[src/rtl/scs8hd_nor4b_qual_pkg.sv]
// Shared types and widths for the scs8hd_nor4b detect qualifier.
package scs8hd_nor4b_qual_pkg;

  localparam int unsigned CNT_W   = 4;
  localparam int unsigned EVCNT_W = 8;
  localparam logic [EVCNT_W-1:0] EVCNT_MAX = 8'd255;

  typedef enum logic [1:0] {
    IDLE   = 2'd0,
    QUAL   = 2'd1,
    ACTIVE = 2'd2,
    REL    = 2'd3
  } state_e;

endpackage

[src/rtl/scs8hd_nor4b_qual_sat_cnt.sv]
// Saturating event counter with synchronous clear; clear beats increment.
module scs8hd_nor4b_qual_sat_cnt
  import scs8hd_nor4b_qual_pkg::*;
(
  input  logic               i_clk,
  input  logic               i_rst,
  input  logic               i_clr,
  input  logic               i_inc,
  output logic [EVCNT_W-1:0] o_cnt
);

  logic [EVCNT_W-1:0] r_cnt;

  always_ff @(posedge i_clk) begin
    if (i_rst || i_clr) begin
      r_cnt <= '0;
    end else if (i_inc && (r_cnt != EVCNT_MAX)) begin
      r_cnt <= r_cnt + EVCNT_W'(1);
    end
  end

  assign o_cnt = r_cnt;

endmodule

[src/rtl/scs8hd_nor4b_qual.sv]
// Debounce/qualifier for the raw scs8hd_nor4b detect output, with edge pulses.
// Define SCS8HD_NOR4B_QUAL_EVCNT_EN to include the saturating event counter.
module scs8hd_nor4b_qual
  import scs8hd_nor4b_qual_pkg::*;
#(
  parameter int unsigned QUAL_CYC = 4,
  parameter int unsigned REL_CYC  = 3
) (
  input  logic               CLK,
  input  logic               RESET,
  input  logic               Y_IN,
  input  logic               EN,
  input  logic               CLR_CNT,
  output logic               Q,
  output logic               RISE,
  output logic               FALL,
  output logic [EVCNT_W-1:0] EVCNT
);

  state_e           r_state;
  logic [CNT_W-1:0] r_cnt;
  logic             r_q;
  logic             r_rise;
  logic             r_fall;

  state_e           w_state_nxt;
  logic [CNT_W-1:0] w_cnt_nxt;
  logic [CNT_W-1:0] w_cnt_inc;
  logic             w_q_nxt;

  assign w_cnt_inc = r_cnt + CNT_W'(1);

  // State, run counter and registered outputs; reset never produces a FALL.
  always_ff @(posedge CLK) begin
    if (RESET) begin
      r_state <= IDLE;
      r_cnt   <= '0;
      r_q     <= 1'b0;
      r_rise  <= 1'b0;
      r_fall  <= 1'b0;
    end else begin
      r_state <= w_state_nxt;
      r_cnt   <= w_cnt_nxt;
      r_q     <= w_q_nxt;
      r_rise  <= w_q_nxt & ~r_q;
      r_fall  <= ~w_q_nxt & r_q;
    end
  end

  // Next state; Q is high exactly in ACTIVE and REL.
  always_comb begin
    w_state_nxt = r_state;
    w_cnt_nxt   = r_cnt;
    if (!EN) begin
      w_state_nxt = IDLE;
      w_cnt_nxt   = '0;
    end else begin
      unique case (r_state)
        IDLE: begin
          if (Y_IN) begin
            w_state_nxt = QUAL;
            w_cnt_nxt   = CNT_W'(1);
          end else begin
            w_cnt_nxt = '0;
          end
        end
        QUAL: begin
          if (!Y_IN) begin
            w_state_nxt = IDLE;
            w_cnt_nxt   = '0;
          end else if (w_cnt_inc == CNT_W'(QUAL_CYC)) begin
            w_state_nxt = ACTIVE;
            w_cnt_nxt   = '0;
          end else begin
            w_cnt_nxt = w_cnt_inc;
          end
        end
        ACTIVE: begin
          if (!Y_IN) begin
            w_state_nxt = REL;
            w_cnt_nxt   = CNT_W'(1);
          end else begin
            w_cnt_nxt = '0;
          end
        end
        REL: begin
          if (Y_IN) begin
            w_state_nxt = ACTIVE;
            w_cnt_nxt   = '0;
          end else if (w_cnt_inc == CNT_W'(REL_CYC)) begin
            w_state_nxt = IDLE;
            w_cnt_nxt   = '0;
          end else begin
            w_cnt_nxt = w_cnt_inc;
          end
        end
        default: begin
          w_state_nxt = IDLE;
          w_cnt_nxt   = '0;
        end
      endcase
    end
    w_q_nxt = (w_state_nxt == ACTIVE) || (w_state_nxt == REL);
  end

  assign Q    = r_q;
  assign RISE = r_rise;
  assign FALL = r_fall;

`ifdef SCS8HD_NOR4B_QUAL_EVCNT_EN
  scs8hd_nor4b_qual_sat_cnt u_sat_cnt (
    .i_clk (CLK),
    .i_rst (RESET),
    .i_clr (CLR_CNT),
    .i_inc (r_rise),
    .o_cnt (EVCNT)
  );
`else
  logic w_unused_clr;
  assign w_unused_clr = CLR_CNT;
  assign EVCNT        = '0;
`endif

endmodule
[config.mk]
export PLATFORM = sky130hd
export DESIGN_NAME = scs8hd_nor4b_qual
export DESIGN_NICKNAME = d
export VERILOG_FILES = /design/src/rtl/scs8hd_nor4b_qual_pkg.sv /design/src/rtl/scs8hd_nor4b_qual_sat_cnt.sv /design/src/rtl/scs8hd_nor4b_qual.sv
export SDC_FILE = /design/constraint.sdc
export NUM_CORES = 1
export LEC_CHECK = 0
export ABC_AREA = 1
export CAP_MARGIN = 20
export CELL_PAD_IN_SITES_DETAIL_PLACEMENT = 0
export CELL_PAD_IN_SITES_GLOBAL_PLACEMENT = 1
export CORE_MARGIN = 5
export CORE_UTILIZATION = 27
export CTS_CLUSTER_DIAMETER = 120
export DETAILED_ROUTE_END_ITERATION = 8
export PLACE_DENSITY_LB_ADDON = 0.08
export SLEW_MARGIN = 20
export SYNTH_ARGS = -nofsm -noshare
export SYNTH_HDL_FRONTEND = slang
export SYNTH_SLANG_ARGS = --single-unit
[constraint.sdc]
create_clock -name CLK -period 1.2 [get_ports CLK]
set_input_delay 0.18 -clock CLK [delete_from_list [all_inputs] [get_ports CLK]]
set_output_delay 0.18 -clock CLK [all_outputs]
set_load 0.005 [all_outputs]
### After elaboration in Yosys (flattened, before gate mapping)

Cells that the tools add are included.
W data, S select, Z words.

| operators by class | value |
|---|---|
| $add $sub $neg | 1 |
| bitwise operators | 5 |
| multiplexer cells | 15 |
| eq/ne operators | 7 |
| reductions and logical operators | 3 |

Operators by type and width:

| kind | count |
|---|---|
| $mux W4 | 4 |
| $pmux W4 S4 | 1 |
| $mux W2 | 7 |
| $eq A2 B2 Y1 const B | 4 |
| $pmux W2 S4 | 1 |
| $add A4 B1 Y4 const B | 1 |
| $eq A4 B2 Y1 const B | 1 |
| $eq A4 B3 Y1 const B | 1 |
| $not A1 Y1 | 3 |
| $and A1 B1 Y1 | 2 |
| $eq A2 B1 Y1 const B | 1 |
| $logic_not A2 Y1 | 1 |
| $mux W1 | 2 |
| $reduce_or A2 Y1 | 1 |
| $logic_or A1 B1 Y1 | 1 |

| word-level totals | value |
|---|---|
| output and inout bits | 11 |
| input port bits | 5 |
| register bits after elaboration | 9 |

### Logic depth before layout (Yosys ltp)

Gate-level depths: netlist of run 1.

| logic depth | value |
|---|---|
| word-level depth | 10 |
| depth in mapped cells | 10 |
| gate-level depth less buffers | 10 |

### Least setup slack after synthesis of run 1

No wires, ideal clock.

| timing path | value |
|---|---|
| kind | reg2reg |
| from | reg r_cnt[0] |
| to | reg r_q, in the netlist Q |
| clock period less this slack | 1.221 ns |
| slack | -0.021 ns |
| setup time | 0.111 ns |
| data arrival time | 1.110 ns |
| stages on the path, launching flop included | 11 |
| path buffers | 0 |
| cells stage by stage | dfxtp_1 -> ha_1 -> inv_1 -> nand2_1 -> nand2_2 -> nor2_4 -> nand3_1 -> nand2_1 -> nand2_2 -> nand2_2 -> inv_1 |

| between the ends | value |
|---|---|
| longest elaborated chain between the ends | 8 |

Ends and longest elaborated chain:

| element | RTL line | text |
|---|---|---|
| start, declared | scs8hd_nor4b_qual.sv:21 | `logic [CNT_W-1:0] r_cnt;` |
| start signal, assigned | scs8hd_nor4b_qual.sv:43 | `r_cnt <= w_cnt_nxt;` |
| $add A4 B1 Y4 * | scs8hd_nor4b_qual.sv:31 | `assign w_cnt_inc = r_cnt + CNT_W'(1);` |
| $eq A4 B2 Y1 or $eq A4 B3 Y1 (tied branches) | scs8hd_nor4b_qual.sv:90, scs8hd_nor4b_qual.sv:71 |  |
| $mux W2, on equally long branches | scs8hd_nor4b_qual.sv:90, scs8hd_nor4b_qual.sv:71 |  |
| $mux W2, on equally long branches | scs8hd_nor4b_qual.sv:87, scs8hd_nor4b_qual.sv:68 |  |
| $pmux W2 S4 * | scs8hd_nor4b_qual.sv:58 | `unique case (r_state)` |
| $mux W2 * | scs8hd_nor4b_qual.sv:54 | `if (!EN) begin` |
| $eq A2 B2 Y1 | scs8hd_nor4b_qual.sv:103 | `w_q_nxt = (w_state_nxt == ACTIVE) \|\| (w_state_nxt == REL);` |
| $logic_or A1 B1 Y1 * | scs8hd_nor4b_qual.sv:103 |  |
| end signal, assigned | scs8hd_nor4b_qual.sv:44 | `r_q <= w_q_nxt;` |
| end, declared | scs8hd_nor4b_qual.sv:22 | `logic r_q;` |

Mark *: on every way between the ends. The rest lies on a longest branch, timed or not.
A chain may end at the register's enable or synchronous reset.

### Worst setup path in the final report of run 1

| timing path | value |
|---|---|
| from | reg r_cnt[0] |
| to | reg r_rise, in the netlist RISE |

| between the ends | value |
|---|---|
| longest elaborated chain between the ends | 9 |

Ends and longest elaborated chain:

| element | RTL line | text |
|---|---|---|
| $add A4 B1 Y4 * | scs8hd_nor4b_qual.sv:31 |  |
| $eq A4 B2 Y1 or $eq A4 B3 Y1 (tied branches) | scs8hd_nor4b_qual.sv:90, scs8hd_nor4b_qual.sv:71 |  |
| $mux W2, on equally long branches | scs8hd_nor4b_qual.sv:90, scs8hd_nor4b_qual.sv:71 |  |
| $mux W2, on equally long branches | scs8hd_nor4b_qual.sv:87, scs8hd_nor4b_qual.sv:68 |  |
| $pmux W2 S4 * | scs8hd_nor4b_qual.sv:58 |  |
| $mux W2 * | scs8hd_nor4b_qual.sv:54 |  |
| $eq A2 B2 Y1 | scs8hd_nor4b_qual.sv:103 |  |
| $logic_or A1 B1 Y1 * | scs8hd_nor4b_qual.sv:103 |  |
| $and A1 B1 Y1 * | scs8hd_nor4b_qual.sv:45 | `r_rise <= w_q_nxt & ~r_q;` |
| end signal, assigned | scs8hd_nor4b_qual.sv:45 |  |
| end, declared | scs8hd_nor4b_qual.sv:23 | `logic r_rise;` |

Marked as above.

==> flow_metrics.env, run 1 <==
export IMPL_rows=16
export IMPL_r2r_end="RISE"
export IMPL_grt_max_degree=6
export IMPL_final_util=0.401
export IMPL_critPathMaxStageDelay_ns=0.37
export IMPL_worstPathArrival_ns=1.41
export IMPL_cp_top_family="simple AND/OR/NAND/NOR gates"
export IMPL_ys_ff_latch=9
export IMPL_slowest_stage="dfxtp_4"
export IMPL_ys_types=19
export IMPL_cts_root_buf="clkbuf_4"
export IMPL_rr_worst_depth=10
export IMPL_drive_above_1_share=0.462
export IMPL_placed_area_sq_um=662
export IMPL_die_area_sq_um=2920
export IMPL_rsz0062_at_grt="yes"
export IMPL_mostFrequentLayoutCells="buf_4, nand2_1, nand2_2"
export IMPL_finClkSkew_ns=0.00172
export IMPL_timing_final_crit_share=1.04
export IMPL_grt_pass1_vias=471
export IMPL_coreArea_sq_um=1900
export IMPL_ir_drop_uv=916
export IMPL_netlist_area_sq_um=523
export IMPL_path_max_fanout=4
export IMPL_antenna_found_initial=0
export IMPL_grt_pass1_wl_mm=1.75
export IMPL_total_power_mw=0.580
export IMPL_io_buffers=6
export IMPL_violations="negative setup slack"
export IMPL_whs_path_depth=2
export IMPL_tns_ns=-0.170
export IMPL_syn_inst=73
export IMPL_ioPinCount=16
export IMPL_fp_dieW_microns=54.0
export IMPL_worstPathCellList="ha_4, inv_2, nand2_2, nand2_4, nor2_4, nand3_2, nand2_2, nand2_4, nand2_4, nor2_2"
export IMPL_synth_avg_cell_area_sq_um=7.16
export IMPL_numCtsBuffers=3
export IMPL_cts_path_max_buffers=2
export IMPL_n_antenna_cell=0
export IMPL_cp_common_cell="nand2_4"
export IMPL_die_height_microns=54.0
export IMPL_worstHoldEndpoint="RISE"
export IMPL_start_kind="flip-flop"
export IMPL_layout_commonest_cell="buf_4"
export IMPL_fin_nets=101
export IMPL_fin_crit_ns=1.25
export IMPL_firstDrtPassIters=1
export IMPL_wl_per_cell_microns=8.54
export IMPL_via_per_inst=3.95
export IMPL_area_growth_pct=45.7
export IMPL_slew_violations=0
export IMPL_crit_type="flip-flop to flip-flop"
export IMPL_end_kind="flip-flop"
export IMPL_ff2ff_setup_slack_ns=-0.05
export IMPL_synth_warnings=0
export IMPL_place_congestion=0.724
export IMPL_drt_iter0_markers=0
export IMPL_initial_core_util=0.275
export IMPL_clkSinkCount=9
export IMPL_max_cap_violations=0
export IMPL_r2r_start="r_cnt[0]"
export IMPL_finalWorstSetupSlack_ns=-0.0516
export IMPL_min_from="Q"
export IMPL_worst_path_buf_inv=1
export IMPL_grtUsageTotal=0.0845
export IMPL_fmax_mhz=799
export IMPL_vias=474
export IMPL_p_per_area_nw_per_um2=761
export IMPL_yosys_area_top_type="dfxtp_1"
export IMPL_final_cell_area_sq_um=762
export IMPL_hold_buffers=0
export IMPL_clk_pin_slew_worst_paths_ns=0.06
export IMPL_min_path_type="flip-flop to flip-flop"
export IMPL_grt_ovfl_total=0
export IMPL_status="finished with violations"
export IMPL_post_dp_hpwl_microns=871
export IMPL_synth_area_top_cells="dfxtp_1, buf_4, nand2_1"
export IMPL_finalSetupViolCount=5
export IMPL_cts_htree_levels=1
export IMPL_drc=0
export IMPL_cts_tree="done"
export IMPL_clk_insertion_delay_late_ns=0.25
export IMPL_worstPathRequired_ns=1.36
export IMPL_hold_viol=0
export IMPL_wirelength_mm=1.03
export IMPL_ys_seq_area_frac=0.344
export IMPL_synth_top_area_share=0.344
export IMPL_ant_nets=0
export IMPL_leakagePower_nw=0.373
==> power breakdown <==
part           internal, mW  leakage [nW]  switching (mW)
logic                0.0260         0.284          0.0250
clock network         0.128        0.0150          0.0971
registers             0.301        0.0740         0.00397
==> routing by layer <==
metal | share of wire | routed length (microns) | track usage
met1 | 0.37 | 378 | 0.0793
met2 | 0.55 | 566 | 0.159
met3 | 0.078 | 80 | 0.0582
met5 | 0 | 0 | 0
met4 | 0 | 0 | 0
==> worst max path at each step <==
stage / start / end / slack, ns / cells after the start
after global routing: r_cnt[0] / RISE / -0.13 / 10
after CTS: r_cnt[0] / r_state[0] / -0.02 / 10
final: r_cnt[0] / RISE / -0.05 / 10
after floorplan: r_cnt[1] / Q / 0.0007 / 10
after global placement: Y_IN / RISE / -0.18 / 9
after detailed placement: Y_IN / RISE / -0.17 / 9
==> stage by stage <==
step	setup slack [ns]	instances	hold slack, ns
floorplan	0.000687	80	0.263
global placement	-0.181	115	0.510
detailed placement	-0.166	115	0.513
finish	-0.0516	120	0.512
CTS	-0.0206	120	0.526
global route	-0.131	120	0.548
==> synth_stat cells <==
cell type / count
inv_1: 11
inv_2: 2
o211ai_1: 1
nor2_1: 3
dfxtp_1: 9
nor2_4: 1
nand4_1: 2
clkinv_1: 1
nand2_2: 6
a21oi_2: 1
nand3_1: 4
a211oi_1: 1
nand2_1: 15
o21ai_0: 1
nor2_2: 3
buf_4: 8
conb_1: 1
a21oi_1: 1
ha_1: 2
==> cells by family (layout without fill, tap and decap cells) <==
kind of cell / count (synthesis) / in the layout / synth area share
and+or+nand+nor: 34 / 34 / 0.321
AOI/OAI and AO/OA: 5 / 5 / 0.0646
adders and majority gates: 2 / 2 / 0.0478
other: 1 / 8 / 0.00717
DFF: 9 / 9 / 0.344
buffers and inverters: 22 / 35 / 0.215
==> registers in the layout (all words and copies together) (netlist names) <==
signal   cells
RISE         1
FALL         1
Q            1
r_state      2
r_cnt        4
==> cell type report <==
class	instances	area, sq um
Inverter	14	52.6
Fill cell	215	1140
Sequential cell	9	185
Multi-Input combinational cell	49	322
Tap cell	27	33.8
Timing Repair Buffer	17	143
Clock buffer	4	26.3
==> worst register-to-register path: cells and delay by family (launching register included) <==
kind	cells	cell delay [ns]
adder cells (fa/ha/maj)	1	0.16
buffers and inverters	1	0.04
flip-flops	1	0.37
AND/OR/NAND/NOR	8	0.59
==> what timing repair did <==
| action | CTS | global route |
|---|---|---|
| pin swaps | 0 | 6 |
| gates resized for setup | 14 | 10 |
| endpoints found under the setup margin | 10 | 8 |
| gates cloned | 0 | 0 |
| setup buffers | 1 | 0 |
(Power assumes the default switching activity.)
==> run 2: changes to the inputs <==
--- a/config.mk
+++ b/config.mk
@@ -6,11 +6,12 @@
 export NUM_CORES = 1
 export LEC_CHECK = 0
 export ABC_AREA = 1
-export CAP_MARGIN = 20
+export CAP_MARGIN = 0
 export CELL_PAD_IN_SITES_DETAIL_PLACEMENT = 0
 export CELL_PAD_IN_SITES_GLOBAL_PLACEMENT = 1
 export CORE_MARGIN = 5
 export CORE_UTILIZATION = 27
+export CTS_BUF_LIST = sky130_fd_sc_hd__clkbuf_16
 export CTS_CLUSTER_DIAMETER = 120
 export DETAILED_ROUTE_END_ITERATION = 8
 export PLACE_DENSITY_LB_ADDON = 0.08
==> run 2 against run 1 <==
  * The run still ends with negative setup slack left
  * Clock power increased to 2.5 times the previous value
  * Power increased by 60%
  * Sequential cell count unchanged
  * Die area unchanged
  * Utilization increased by 2.8 points
  * Cell area increased by 6.9%
  * Sequential share of layout area decreased by 1.6 points
  * Fmax decreased by 0.28%
  * Cell count unchanged
  * Sequential power about the same
  * Hold slack improved by 0.0016 ns
  * Critical endpoint unchanged
==> flow_metrics.env, run 2 (synthesized netlist as in run 1, its figures left out) <==
export IMPL_mostFrequentLayoutCells="buf_4, nand2_1, nand2_2"
export IMPL_grt_max_degree=6
export IMPL_whs_path_depth=2
export IMPL_max_cap_violations=0
export IMPL_path_max_fanout=4
export IMPL_rsz0062_at_grt="yes"
export IMPL_grt_pass1_wl_mm=1.77
export IMPL_ant_nets=0
export IMPL_place_congestion=0.724
export IMPL_cts_path_max_buffers=2
export IMPL_post_dp_hpwl_microns=871
export IMPL_final_util=0.428
export IMPL_p_per_area_nw_per_um2=1140
export IMPL_largest_reg_flops=4
export IMPL_fin_nets=101
export IMPL_crit_type="flip-flop to flip-flop"
export IMPL_worstPathArrival_ns=1.39
export IMPL_fp_dieW_microns=54.0
export IMPL_vias=473
export IMPL_cts_tree="done"
export IMPL_worstPathRequired_ns=1.33
export IMPL_antenna_found_initial=0
export IMPL_via_per_inst=3.94
export IMPL_tns_ns=-0.190
export IMPL_hold_viol=0
export IMPL_timing_final_crit_share=1.05
export IMPL_status="finished with violations"
export IMPL_n_fill_cell=210
export IMPL_wirelength_mm=1.06
export IMPL_n_antenna_cell=0
export IMPL_rows=16
export IMPL_largestRegisters="r_cnt x4, r_state x2"
export IMPL_met3_usage=0.0499
export IMPL_rr_worst_depth=10
export IMPL_numCtsBuffers=3
export IMPL_io_buffers=6
export IMPL_grtUsageMet2=0.161
export IMPL_ir_drop_uv=729
export IMPL_r2r_end="RISE"
export IMPL_area_growth_pct=55.7
export IMPL_use_met1=0.0793
export IMPL_end_kind="flip-flop"
export IMPL_start_kind="flip-flop"
export IMPL_cts_root_buf="clkbuf_16"
export IMPL_clk_pin_slew_worst_paths_ns=0.04
export IMPL_multi_input_area_sq_um=322
export IMPL_die_height_microns=54.0
export IMPL_final_cell_area_sq_um=815
export IMPL_wl_per_cell_microns=8.87
export IMPL_die_area_sq_um=2920
export IMPL_ff_latch_area_sq_um=185
export IMPL_drive_above_1_share=0.462
export IMPL_coreArea_sq_um=1900
export IMPL_violations="negative setup slack"
export IMPL_grt_pass1_vias=475
export IMPL_finClkSkew_ns=0.00187
export IMPL_top_register="r_cnt"
export IMPL_crit_path_start="r_cnt[0]"
export IMPL_fin_crit_ns=1.26
export IMPL_finalSetupViolCount=5
export IMPL_grtUsageTotal=0.0885
export IMPL_min_path_type="flip-flop to flip-flop"
export IMPL_ioPinCount=16
export IMPL_initial_core_util=0.275
export IMPL_cts_htree_levels=1
export IMPL_slew_violations=0
export IMPL_cp_endpoint="RISE"
export IMPL_layout_commonest_cell="buf_4"
export IMPL_grt_ovfl_total=0
export IMPL_fmax_mhz=797
export IMPL_clk_insertion_delay_late_ns=0.23
export IMPL_drc=0
export IMPL_leakagePower_nw=0.400
export IMPL_drt_iter0_markers=0
export IMPL_hold_buffers=0
export IMPL_clkSinkCount=9
export IMPL_firstDrtPassIters=1
export IMPL_finalWorstSetupSlack_ns=-0.0551
export IMPL_ff2ff_setup_slack_ns=-0.06
export IMPL_r2r_start="r_cnt[0]"
export IMPL_placed_area_sq_um=662
export IMPL_gr_max_usage_layer="met2"
-- run 2: final cells by class --
class / instances / share of cell area
Clock buffer: 3 / 0.0922
Clock inverter: 1 / 0.00461
Inverter: 14 / 0.0645
Multi-Input combinational cell: 49 / 0.395
Sequential cell: 9 / 0.227
Tap cell: 27 / 0.0415
Timing Repair Buffer: 17 / 0.175
-- run 2: worst max-delay path, stage by stage, from the launching register on --
cell and delay (ns):
dfxtp_4 0.37, ha_4 0.16, inv_2 0.04, nand2_2 0.06, nand2_4 0.06, nor2_4 0.12
nand3_2 0.08, nand2_2 0.08, nand2_4 0.07, nand2_4 0.09, nor2_2 0.03
-- run 2: repair_timing --
| action | CTS | global route |
|---|---|---|
| setup endpoints to repair | 10 | 8 |
| gates resized for setup | 14 | 10 |
| pin swaps | 0 | 6 |
| buffers inserted | 1 | 0 |
| cloned | 0 | 0 |
-- run 2: stage by stage --
step | power [mW] | instances | worst slack [ns] | hold slack, ns
finish | 0.931 | 120 | -0.0551 | 0.514
global route | 0.975 | 120 | -0.131 | 0.544
CTS | 0.949 | 120 | -0.0174 | 0.522
detailed placement | 0.360 | 115 | -0.166 | 0.513
global placement | 0.359 | 115 | -0.181 | 0.510
floorplan | 0.351 | 80 | 0.000687 | 0.263
-- run 2: worst min-delay path by stage --
stage,startpoint,endpoint,slack (ns)
after floorplan,EN,FALL,0.26
after global placement,Q,RISE,0.51
after detailed placement,Q,RISE,0.51
after CTS,Q,RISE,0.52
after global routing,Q,RISE,0.54
final,Q,RISE,0.51
-- run 2: where the power goes --
part           switching (mW)  internal [mW]  total (mW)
logic                  0.0250         0.0260      0.0510
registers             0.00404          0.302       0.306
clock network           0.139          0.435       0.573
total                   0.168          0.763       0.931
-- run 2: routing by layer --
metal	wire length, microns	part of all wire
met5	0	0
met4	17	0.016
met3	73	0.069
met2	571	0.54
met1	402	0.38
